File: src/rtl/tridiag_host_if.sv
// Host-side wrapper for the tridiagonal determinant core: collects a/b/c coefficients,
// launches the core, completes its done/ack handshake and holds the result for the host.
module tridiag_host_if #(
  parameter int N     = 16,
  parameter int WIDTH = 16,
  parameter int IW    = $clog2(N)
) (
  input  logic                     clk,
  input  logic                     rst,
  input  logic                     in_valid,
  output logic                     in_ready,
  input  logic [1:0]               in_sel,
  input  logic [IW-1:0]            in_idx,
  input  logic [WIDTH-1:0]         in_data,
  output logic [WIDTH*(N-1)-1:0]   a_flat,
  output logic [WIDTH*N-1:0]       b_flat,
  output logic [WIDTH*(N-1)-1:0]   c_flat,
  output logic                     det_start,
  input  logic                     det_done,
  input  logic [2*WIDTH-1:0]       det_in,
  output logic                     det_ack,
  output logic                     out_valid,
  input  logic                     out_ready,
  output logic [2*WIDTH-1:0]       out_det,
  output logic                     busy,
  output logic                     err
);

  typedef enum logic [2:0] {
    S_LOAD  = 3'd0,
    S_START = 3'd1,
    S_WAIT  = 3'd2,
    S_ACK   = 3'd3,
    S_OUT   = 3'd4
  } state_t;

  state_t               state_q, state_d;
  logic [WIDTH-1:0]     a_q [N-1];
  logic [WIDTH-1:0]     a_d [N-1];
  logic [WIDTH-1:0]     b_q [N];
  logic [WIDTH-1:0]     b_d [N];
  logic [WIDTH-1:0]     c_q [N-1];
  logic [WIDTH-1:0]     c_d [N-1];
  logic                 err_q, err_d;
  logic [2*WIDTH-1:0]   out_det_q, out_det_d;
  logic                 wr_s;
  logic                 ac_ok_s;
  logic                 b_ok_s;

  assign wr_s    = in_valid && (state_q == S_LOAD);
  assign ac_ok_s = (int'(in_idx) <= (N - 2));
  assign b_ok_s  = (int'(in_idx) <= (N - 1));

  // Next-state, array update and result capture
  always_comb begin
    state_d   = state_q;
    a_d       = a_q;
    b_d       = b_q;
    c_d       = c_q;
    err_d     = err_q;
    out_det_d = out_det_q;
    case (state_q)
      S_LOAD: begin
        if (wr_s) begin
          case (in_sel)
            2'd0: begin
              if (ac_ok_s) begin
                a_d[in_idx] = in_data;
              end else begin
                err_d = 1'b1;
              end
            end
            2'd1: begin
              if (b_ok_s) begin
                b_d[in_idx] = in_data;
              end else begin
                err_d = 1'b1;
              end
            end
            2'd2: begin
              if (ac_ok_s) begin
                c_d[in_idx] = in_data;
              end else begin
                err_d = 1'b1;
              end
            end
            2'd3: begin
              // Clear is applied before go so a combined command runs on zeros
              if (in_data[1]) begin
                for (int i = 0; i < N - 1; i++) begin
                  a_d[i] = {WIDTH{1'b0}};
                  c_d[i] = {WIDTH{1'b0}};
                end
                for (int i = 0; i < N; i++) begin
                  b_d[i] = {WIDTH{1'b0}};
                end
                err_d = 1'b0;
              end else begin
                err_d = err_q;
              end
              if (in_data[0]) begin
                state_d = S_START;
              end else begin
                state_d = S_LOAD;
              end
            end
            default: state_d = S_LOAD;
          endcase
        end else begin
          state_d = S_LOAD;
        end
      end
      S_START: state_d = S_WAIT;
      S_WAIT: begin
        if (det_done) begin
          out_det_d = det_in;
          state_d   = S_ACK;
        end else begin
          state_d = S_WAIT;
        end
      end
      S_ACK: begin
        if (!det_done) begin
          state_d = S_OUT;
        end else begin
          state_d = S_ACK;
        end
      end
      S_OUT: begin
        if (out_ready) begin
          state_d = S_LOAD;
        end else begin
          state_d = S_OUT;
        end
      end
      default: state_d = S_LOAD;
    endcase
  end

  // State, coefficient arrays, sticky error and captured determinant
  always_ff @(posedge clk or posedge rst) begin
    if (rst) begin
      state_q   <= S_LOAD;
      err_q     <= 1'b0;
      out_det_q <= {(2*WIDTH){1'b0}};
      for (int i = 0; i < N - 1; i++) begin
        a_q[i] <= {WIDTH{1'b0}};
        c_q[i] <= {WIDTH{1'b0}};
      end
      for (int i = 0; i < N; i++) begin
        b_q[i] <= {WIDTH{1'b0}};
      end
    end else begin
      state_q   <= state_d;
      err_q     <= err_d;
      out_det_q <= out_det_d;
      a_q       <= a_d;
      b_q       <= b_d;
      c_q       <= c_d;
    end
  end

  for (genvar g = 0; g < N - 1; g++) begin : g_ac_flat
    assign a_flat[g*WIDTH +: WIDTH] = a_q[g];
    assign c_flat[g*WIDTH +: WIDTH] = c_q[g];
  end

  for (genvar g = 0; g < N; g++) begin : g_b_flat
    assign b_flat[g*WIDTH +: WIDTH] = b_q[g];
  end

  assign in_ready  = (state_q == S_LOAD);
  assign busy      = (state_q != S_LOAD);
  assign det_start = (state_q == S_START);
  assign det_ack   = (state_q == S_ACK);
  assign out_valid = (state_q == S_OUT);
  assign out_det   = out_det_q;
  assign err       = err_q;

endmodule

File: config.mk
export PLATFORM = sky130hd
export DESIGN_NAME = tridiag_host_if
export DESIGN_NICKNAME = d
export VERILOG_FILES = /design/src/rtl/tridiag_host_if.sv
export SDC_FILE = /design/constraint.sdc
export NUM_CORES = 1
export LEC_CHECK = 0
export CORE_AREA = 2 2 320 322
export DETAILED_ROUTE_END_ITERATION = 10
export DIE_AREA = 0 0 322 324
export GPL_ROUTABILITY_DRIVEN = 0
export SYNTH_ARGS = -nofsm -noshare
export SYNTH_HDL_FRONTEND = slang
export SYNTH_SLANG_ARGS = --single-unit
File: constraint.sdc
create_clock -name clk -period 25.9 [get_ports clk]
set_input_delay 5.18 -clock clk [delete_from_list [all_inputs] [get_ports clk]]
set_output_delay 5.18 -clock clk [all_outputs]
set_load 0.1 [all_outputs]
== Word level (Yosys, flattened, before mapping) ==
Index checks and enable logic that the tools add are counted.
Storage, ports and cells
  register bits after elaboration: 772
  input port bits: 59
  output and inout bits: 774
  logic and storage cells: 102
Operators by class
  magnitude comparators: 3
  eq/ne operators: 12
  mux-type cells: 22
  bitwise gates (word level): 2
  reductions and logical operators: 14
Operators with widths (count)
  case mux 240 bit (2 select lines): 2
  2-to-1 mux 240 bit: 3
  case mux 256 bit (2 select lines): 1
  bitwise mux 240 bit: 2
  bitwise mux 256 bit: 1
  2-to-1 mux 256 bit: 1
  demux 16 bit (select 4 bit): 1
  2-to-1 mux 16 bit: 1
  case mux 3 bit (5 select lines): 1
  AND reduction 5 bit: 3
  2-to-1 mux 3 bit: 4
  inequality test 2 bit, second input constant: 4
  == test 3 x 2 -> 1 bit, second input constant: 2
  nonzero test 2 bit: 3
  greater-or-equal comparator 5 bit, second input constant: 1
  less-than comparator 5 x 1 -> 1 bit, second input constant: 1
  inverter 4 -> 5 bit: 1
  == test 2 bit, second input constant: 2
  less-or-equal comparator 4 bit, second input constant: 1
  2-to-1 mux 1 bit: 4
  AND reduction 4 bit: 1
  == test 3 x 1 -> 1 bit, second input constant: 1
  == test 3 bit, second input constant: 1
  logical NOT 3 bit: 1
  9 further kinds: 10

== Depth between registers and ports, before layout ==
  depth in word-level cells: 8
  gate-level depth with buffers: 9
  gate-level depth less buffers: 4

== Worst setup path before layout ==
Ideal clock, no wire load.
  path type: reg2out
  from: register state_q[1]
  to: output port busy
  arrival time: 2872 ps
  data required time: 20720 ps
  path slack: 17848 ps
  stages on the path, launching flop included: 6
  buffers on the path: 1
  cell sequence: dfrtp_1 > buf_6 > nor2_1 > inv_1 > nor2_1 > inv_1
On the way
  word-level cells in the longest chain between the ends: 1
RTL lines
  from (decl): line 37  | state_t state_q, state_d;
  from (signal assigned): line 154  | state_q <= state_d;
  nonzero test 3 bit: line 173  | assign busy = (state_q != S_LOAD);
  to (decl): line 25  | output logic busy,
No other way between the ends.

== Worst setup path after layout ==
  from: register state_q[0]
  to: output port in_ready
On the way
  word-level cells in the longest chain between the ends: 1
RTL lines
  logical NOT 3 bit: line 172  | assign in_ready = (state_q == S_LOAD);
  to (decl): line 11  | output logic in_ready,
No other way between the ends.

==> flow_summary.json <==
{
  "status": "completed",
  "synth_edf_count": 0,
  "fin_cells": 4226,
  "power.density_nw_per_um2": 119,
  "slew_violations": 0,
  "yosysUniqueCellTypes": 41,
  "arrival_ns": 2.90,
  "cts-resized-gates": 0,
  "fin_worst_skew_ns": 0.0194,
  "ys.flop_type": "dfrtp_1",
  "cts.reportedPaths.clkPinSlew_ns": 0.07,
  "grt_usage_pct": 22.6,
  "drv_cap": 0,
  "nets": 2908,
  "clock-sinks": 772,
  "die_h_um": 324,
  "rsz0062_at_grt": "no",
  "cp_num_buf_inv": 2,
  "rows": 117,
  "insertion_delay_ns": 0.67,
  "tns_ns": 0,
  "htree_levels": 3,
  "synthesis.nets": 2181,
  "drtIter0Drc": 1603,
  "critical_path.top_delay_family": "buffers and inverters",
  "setup_viol": 0,
  "leakagePower_nw": 17.7,
  "max_freq_mhz": 124,
  "start_kind": "flip-flop",
  "cts_setup_buffers": 0,
  "hold_viol_final": 0,
  "grt_max_degree": 160,
  "cts_buffers": 86,
  "ys_warn_count": 0,
  "holdBufCountCts": 0,
  "overflow": 0,
  "dp_cells": 4069,
  "dieArea_sq_um": 104000,
  "synthArstFlopShare_pct": 100,
  "initial_core_util_pct": 28.3,
  "synth.yosys.seq_area_share_pct": 67.7,
  "core_sq_um": 101000,
  "hpwl_um": 82100,
  "drc": 0,
  "finalCritPeriodShare_pct": 31.2,
  "antenna_found_initial": 8,
  "fillers": 9534,
  "path_class": "flip-flop to primary output",
  "min_path_type": "flip-flop to flip-flop",
  "relSlewSlack_pct": 17.0,
  "crit_required_ns": 20.72,
  "io_buffers": 832,
  "cts_tree": "done",
  "dr.pass1.iters": 5,
  "max_slew.worst_pin.slew_ns": 1.24,
  "drive_gt1_share_pct": 9.17,
  "synth.avg_cell_area_sq_um": 13.5,
  "vias": 21911,
  "ir_drop_mv": 0.122,
  "worstSetupEndpointType": "primary output",
  "period_needed_ns": 8.08,
  "grt_first_pass_wirelength_um": 170000,
  "hold_ws_ns": 0.485,
  "power.total_mw": 4.84,
  "detail-route-antenna-nets": 0,
  "crit_top_cell": "nor2_1",
  "slowest_stage": "clkdlybuf4s50_1",
  "wl_um": 122000,
  "syn_inst": 2122,
  "yosys_register_bits": 772,
  "cpPeakStageDelay_ns": 1.20,
  "die_w_um": 322,
  "clock_tree.buffer_depth": 3,
  "cp_max_fo": 7,
  "ios": 833,
  "grt_pass1_vias": 21979,
  "netlist_area_sq_um": 28600,
  "via_per_inst": 5.18,
  "routedWlPerCell_um": 28.8,
  "syn_to_final_growth_pct": 42.9,
  "path_cells": "nor2_1, inv_1, nor2_1, clkdlybuf4s50_1",
  "root_buffer": "clkbuf_16"
}
[synthesized netlist by cell type, drive strengths merged (4+ instances only)]
library cell,n,area share (%)
mux2,32,1.3
o2bb2ai,240,7.4
mux2i,13,0.46
dfrtp,772,68
nor2,30,0.47
or4b,5,0.18
nand4b,4,0.12
clkbuf,133,1.7
buf,110,2.0
nand2,90,1.3
nand4bb,5,0.20
o21ai,135,2.4
inv,7,0.092
a32o,4,0.14
or3,6,0.13
and3,4,0.088
a22o,368,11
nand3,117,2.1
nand2b,16,0.35
and2,16,0.35
[cells by family (layout without fill, tap and decap cells)]
family	count (synthesis)	after routing	share of synthesized area (%)
flip-flops	772	772	67.7
AO/OA/AOI/OAI	751	751	21.3
AND/OR/NAND/NOR	304	304	5.55
buffers and inverters	250	1040	3.80
multiplexers	45	45	1.72
other	0	5	0
[layout by cell type (no fill, tap or decap), types with 5 or more instances in the layout]
cell / netlist / routed
nor2_1: 21 / 13
clkdlybuf4s50_1: 0 / 824
nor2_2: 9 / 16
clkinv_2: 0 / 21
clkbuf_16: 0 / 86
mux2_2: 32 / 32
nand2_2: 10 / 16
nand4bb_1: 5 / 5
o21ai_1: 33 / 33
buf_4: 7 / 49
dfrtp_1: 772 / 772
nand3_1: 117 / 117
diode_2: 0 / 5
bufinv_16: 0 / 8
or4b_1: 5 / 5
and2_1: 16 / 16
or3_1: 6 / 6
buf_2: 84 / 5
nand2_1: 80 / 74
inv_1: 7 / 6
clkbuf_1: 133 / 12
nand2b_1: 16 / 16
mux2i_1: 13 / 13
o21ai_0: 102 / 102
a22o_1: 368 / 368
o2bb2ai_1: 240 / 240
clkbuf_8: 0 / 11
[worst register-to-register path, cell delays in order, from the launching register on]
cell      delay, ns
dfrtp_1        0.48
nor4b_4        0.29
buf_4          0.29
nand3b_2       0.52
nor2_1         1.09
a22o_1         0.26
[power breakdown]
| part | internal [mW] | switching [mW] |
|---|---|---|
| clock network | 0.729 | 0.537 |
| logic | 0.442 | 1.64 |
| registers | 1.38 | 0.109 |
[stage by stage]
stage               instance area [sq um]  util (%)  worst slack (ns)
detailed placement                  37900      37.5             17.24
global placement                    37900      37.5             17.30
floorplan                           28600         -             10.13
finish                              40800      40.4             17.82
CTS                                 40800      40.4             17.71
global route                        40800      40.4             17.68
[worst paths after layout]
| kind | startpoint | endpoint | slack, ns | cells after the start |
|---|---|---|---|---|
| max | state_q[0] | in_ready | 17.82 | 4 |
| min | c_flat[50] | c_flat[50] | 0.48 | 1 |
| max reg2reg | state_q[0] | b_flat[9] | 22.89 | 5 |
| min reg2reg | c_flat[50] | c_flat[50] | 0.48 | 1 |
| max in group asynchronous | rst | out_det[19] | 18.40 | 4 |
| min in group asynchronous | rst | b_flat[119] | 5.12 | 2 |
[sequential cells by signal (all words and copies together) (netlist names)]
| register | flops |
|---|---|
| out_det | 32 |
| b_flat | 256 |
| state_q | 3 |
| c_flat | 240 |
| err | 1 |
| a_flat | 240 |
[metal layers]
| metal | track usage (%) | up-vias | part of all wire (%) |
|---|---|---|---|
| met1 | 29.2 | 11408 | 42 |
| li1 | - | 9369 | - |
| met5 | 0 | - | 0 |
| met3 | 4.56 | 212 | 6.1 |
| met2 | 36.5 | 922 | 48 |
| met4 | 10.2 | 0 | 4.2 |
[cell type report]
type	instances	area (sq um)	share of cell area, %
antenna	5	12.5	0.0307
clock buffer	109	2350	5.76
clock inverter	42	541	1.32
inverter	7	30.0	0.0736
multi-input combinational	1100	8190	20.1
sequential	772	19300	47.4
tap	1309	1640	4.01
timing repair buffer	882	8720	21.4
Note: power is estimated with default switching activity, not from simulation.
==> RTL edit 1: new RTL, config.mk and constraints unchanged <==
Put one more register stage on the output `err`, cleared by the reset. The value now appears one clock later. The other outputs are not delayed to match.
--- a/src/rtl/tridiag_host_if.sv
+++ b/src/rtl/tridiag_host_if.sv
@@ -175,7 +175,13 @@
   assign det_ack   = (state_q == S_ACK);
   assign out_valid = (state_q == S_OUT);
   assign out_det   = out_det_q;
-  assign err       = err_q;
+  always_ff @(posedge clk or posedge rst) begin
+    if (rst) begin
+      err <= '0;
+    end else begin
+      err <= err_q;
+    end
+  end
 
 endmodule
 
Function: not settled (the Yosys comparison gave no result); the edit may change what the design does.
==> RTL edit 1 against the unedited design <==
  * Area after synthesis about the same
  * Routed wire length decreased by 0.30%
  * Cell area about the same
  * Sequential cell count increased by 1
  * Total power increased by 0.56%
  * Setup slack got worse by 0.50 ns
  * Combinational power about the same
  * Largest cell class unchanged
==> RTL edit 1: results (changes against the unedited design) <==
hold path depth=0 (was 1); hold wc startpoint=err_q (was c_flat[50]); Iteration-0 DRC Markers=1809 (was 1603); met2 Usage GRT=0.3710 (was 0.3651); via count=21983 (was 21911); maximum VDD drop=0.1064 mV (was 0.1217 mV); Post-Route WL=121300 microns (was 121600 microns); Synthesized Nets=2182 (was 2181); Internal Pwr Total=2.593 mW (was 2.555 mW); wire length on met2=58740 microns (was 58130 microns); status=completed (unchanged); antenna violations before repair=6 (was 8); first-pass GRT wire length=170300 microns (was 169600 microns); hold path endpoint=err (was c_flat[50]); cts bufs inserted=86 (unchanged); CTS root buffer=clkbuf_16 (unchanged); met3 wire length=7306 microns (was 7373 microns); highest layer used for signal routing=met5 (was met4); Worst Path Arrival=9.18 ns (was 2.90 ns); layout cells sized above 1=0.08872 (was 0.09169); Final nets=2903 (was 2908); GRT Util Overall=0.2258 (was 0.2256); largest net degree at the start of global routing=186 (was 160); FF-to-FF End=b_flat[13] (was b_flat[9]); vias in the first global route=21870 (was 21979); clk_skew=0.02170 ns (was 0.01944 ns); slowest CP cell=buf_4 (was clkdlybuf4s50_1); post-CTS setup buffers=0 (unchanged); TritonRoute pass-1 iters=5 (unchanged); met3 Track Usage GR=0.04589 (was 0.04558); WHS=0.4043 ns (was 0.4847 ns); GRT met1 Usage=0.2894 (was 0.2922); Commonest cells post-synth=dfrtp_1 (773), a22o_1 (368), o2bb2ai_1 (240) (was dfrtp_1 (772), a22o_1 (368), o2bb2ai_1 (240)); pre-CTS setup slack=16.66 ns (was 17.24 ns); Pleak=17.71 nW (was 17.74 nW); Area contributors post-synth=dfrtp_1 (68%), a22o_1 (11%), o2bb2ai_1 (7.4%) (unchanged); largest fanout on the critical path=185 (was 7); Slew headroom=0.1125 (was 0.1705); placed wire-length estimate=82010 microns (was 82090 microns); metal1 wirelength=50340 microns (was 51010 microns); Max stage delay on crit path=0.94 ns (was 1.20 ns); max reg flops=256 (unchanged); register area share after synthesis=0.6769 (was 0.6766); R2R setup slack=22.66 ns (was 22.89 ns)
-- RTL edit 1: how the worst max path moves through the flow --
stage	start	endpoint	slack, ns
4_1_cts	rst	a_flat[229]	17.37
3_5_place_dp	rst	a_flat[231]	16.66
2_1_floorplan	rst	a_flat[0]	10.12
3_3_place_gp	rst	a_flat[231]	16.74
6_report	rst	a_flat[229]	17.32
5_1_grt	rst	a_flat[228]	16.85
-- RTL edit 1: cell type report --
type	instances	area [sq um]
Clock inverter	31	464.2
Tap cell	1309	1638
Timing Repair Buffer	876	8646
Inverter	7	30.03
Sequential cell	773	19340
Antenna cell	1	2.502
Fill cell	9517	60230
Multi-Input combinational cell	1100	8185
Clock buffer	121	2467
-- RTL edit 1: cell families after synthesis --
family,synth area share
flip-flops,0.6769
buffers and inverters,0.03796
AND/OR/NAND/NOR,0.05547
multiplexers,0.01716
AO/OA/AOI/OAI,0.2126
-- RTL edit 1: critical path, delay by kind of cell --
| family | cells | cell delay [ns] |
|---|---|---|
| buf+inv | 6 | 3.22 |
-- RTL edit 1: per-stage QoR --
step           area (sq um)  std cells
6_report              40780       4218
5_1_grt               40770       4217
4_1_cts               40770       4217
3_5_place_dp          37840       4065
3_3_place_gp          37840       4065
2_1_floorplan         28580       2123
-- RTL edit 1: power by group through the flow --
| stage | Clock [mW] | Sequential (mW) | Combinational (mW) |
|---|---|---|---|
| final | 1.29 | 1.50 | 2.08 |
| after global routing | 1.36 | 1.52 | 2.12 |
| after global placement | 0 | 1.52 | 2.08 |
| after CTS | 1.31 | 1.50 | 2.09 |
| after detailed placement | 0 | 1.52 | 2.09 |
| after floorplan | 0 | 2.79 | 0.272 |
==> RTL edit 2: new RTL, same settings <==
Made on the original files. The parameter `WIDTH` goes from 16 to 14.
--- a/src/rtl/tridiag_host_if.sv
+++ b/src/rtl/tridiag_host_if.sv
@@ -2,7 +2,7 @@
 // launches the core, completes its done/ack handshake and holds the result for the host.
 module tridiag_host_if #(
   parameter int N     = 16,
-  parameter int WIDTH = 16,
+  parameter int WIDTH = 14,
   parameter int IW    = $clog2(N)
 ) (
   input  logic                     clk,
Interface: changed (6 resized); port bits go from 833 to 731. No check against the original RTL was run, so the function may have changed too.
==> RTL edit 2 against the unedited design <==
  * Combinational power is 12% lower
  * Area after synthesis is 13% lower
  * Setup slack worse by 0.13 ns
  * Non-clock buffer count is 112 lower
  * Cell area is 12% lower
  * Synthesized cell count is 18% lower
  * Sequential share of layout area is 0.44 points lower
  * Fmax is 1.5% lower
  * Total power is 11% lower
  * Critical path depth is 1 higher
  * Routed wire length is 8.2% lower
  * Sequential cell count is 96 lower
  * Die area stayed put
  * Core utilization is 4.7 points lower
==> RTL edit 2: results (changes against the unedited design) <==
status=completed (unchanged); Reg clk slew, reported paths=0.06 ns; largest fanout on the critical path=30 (was 7); Commonest cells post-synth=dfrtp_1 (676), o2bb2ai_1 (435), a22o_1 (209) (was dfrtp_1 (772), a22o_1 (368), o2bb2ai_1 (240)); post-CTS setup buffers=0 (unchanged); fill count=9761 (was 9534); Yosys cell types=39 (was 41); TritonRoute pass-1 iters=7 (was 5); register area share after synthesis=0.6832 (was 0.6766); crit share post-route=0.3168 (was 0.3120); vias in the first global route=19207 (was 21979); hold path endpoint=b_flat[135] (was c_flat[50]); Slew headroom=0.09357 (was 0.1705); placed wire-length estimate=77560 microns (was 82090 microns); Synthesized Nets=1785 (was 2181); mux share of post-synthesis cell area=0.01273 (was 0.01718); Post-Synth Adder-Cell Area=0 (unchanged); placed cells=3644 (was 4069); Synth Area in Compound Gates=0.2412 (was 0.2127); R2R setup slack=22.76 ns (was 22.89 ns); worst setup path endpoint=a_flat[180] (was in_ready); cts bufs inserted=77 (was 86); largest net degree at the start of global routing=183 (was 160); WHS=0.4844 ns (was 0.4847 ns); Port Buf Inserts=730 (was 832); Sw Pwr=2.012 mW (was 2.283 mW); Post-Route WL=111600 microns (was 121600 microns); Synth Instances=1732 (was 2122); first-pass GRT wire length=154700 microns (was 169600 microns); Finished Layout Cells=3788 (was 4226); via density per instance=5.037 (was 5.185); GRT Util Overall=0.2078 (was 0.2256); Max stage delay on crit path=1.02 ns (was 1.20 ns); Primary FF master, synth=dfrtp_1 (unchanged); FF-to-FF Start=state_q[0] (unchanged); CTS max path bufs=3 (unchanged); CTS HTree Levels=3 (unchanged); FFs w/ async S/R, synth=1.000 (unchanged); sequential group power=1.31 mW (was 1.49 mW); maximum VDD drop=0.05955 mV (was 0.1217 mV); Internal Pwr Total=2.278 mW (was 2.555 mW); hold wc startpoint=b_flat[135] (was c_flat[50]); clk_skew=0.01417 ns (was 0.01944 ns); Worst Setup SP=in_sel[0] (was state_q[0]); Pleak=15.02 nW (was 17.74 nW); max reg flops=224 (was 256); slowest CP cell=nor2_2 (was clkdlybuf4s50_1); clk_lat worst skew=0.64 ns (was 0.67 ns); Iteration-0 DRC Markers=1610 (was 1603); FF-to-FF End=c_flat[194] (was b_flat[9]); clock power share=0.264 (was 0.262); CTS root buffer=clkbuf_16 (unchanged); Area contributors post-synth=dfrtp_1 (68%), o2bb2ai_1 (15%), a22o_1 (7.4%) (was dfrtp_1 (68%), a22o_1 (11%), o2bb2ai_1 (7.4%)); YS warnings=0 (unchanged); pre-CTS setup slack=17.04 ns (was 17.24 ns); hold path depth=1 (unchanged); antenna violations before repair=7 (was 8); Final nets=2467 (was 2908); layout cells sized above 1=0.1052 (was 0.09169)
-- RTL edit 2: cell count changes in the layout (fill, tap and decap cells not counted), moves of 11 or more --
cell,delta
a22o_1,-159
and2_1,-13
clkdlybuf4s50_1,-100
clkinv_2,-11
dfrtp_1,-96
mux2i_1,-13
nand3_1,-111
o21ai_0,-89
o21ai_1,-12
o2bb2ai_1,+195
-- RTL edit 2: worst max-delay path: cells and delay by family --
family                 cells  cell delay, ns
and+or+nand+nor            3            2.53
buffers and inverters      1            0.72
AOI/OAI and AO/OA          1            0.27
-- RTL edit 2: kinds of logic (layout without fill, tap and decap cells) --
logic type	Yosys count	in the layout
buffers and inverters	171	911
flip-flops	676	676
multiplexers	28	28
AND/OR/NAND/NOR	159	159
AO/OA/AOI/OAI	698	698
other	0	7
-- RTL edit 2: layer usage --
metal / vias to the layer above / share of wire / GRT usage
li1: 8038 / - / -
met1: 10071 / 0.43 / 0.2807
met2: 810 / 0.46 / 0.3219
met3: 159 / 0.072 / 0.05582
met4: 2 / 0.032 / 0.07030
met5: - / 0.00015 / 0
-- RTL edit 2: cell type report --
class / count / area share
tap: 1309 / 0.04542
clock inverter: 26 / 0.009369
sequential: 676 / 0.4692
timing repair buffer: 770 / 0.2116
inverter: 4 / 0.0006246
clock buffer: 111 / 0.06312
multi-input combinational: 885 / 0.2002
antenna: 7 / 0.0004858
-- RTL edit 2: metrics by stage --
step,instance area [sq um],utilization
6_report,36060,0.3570
3_3_place_gp,33420,0.3309
2_1_floorplan,24760,-
4_1_cts,36040,0.3568
5_1_grt,36040,0.3568
3_5_place_dp,33420,0.3309
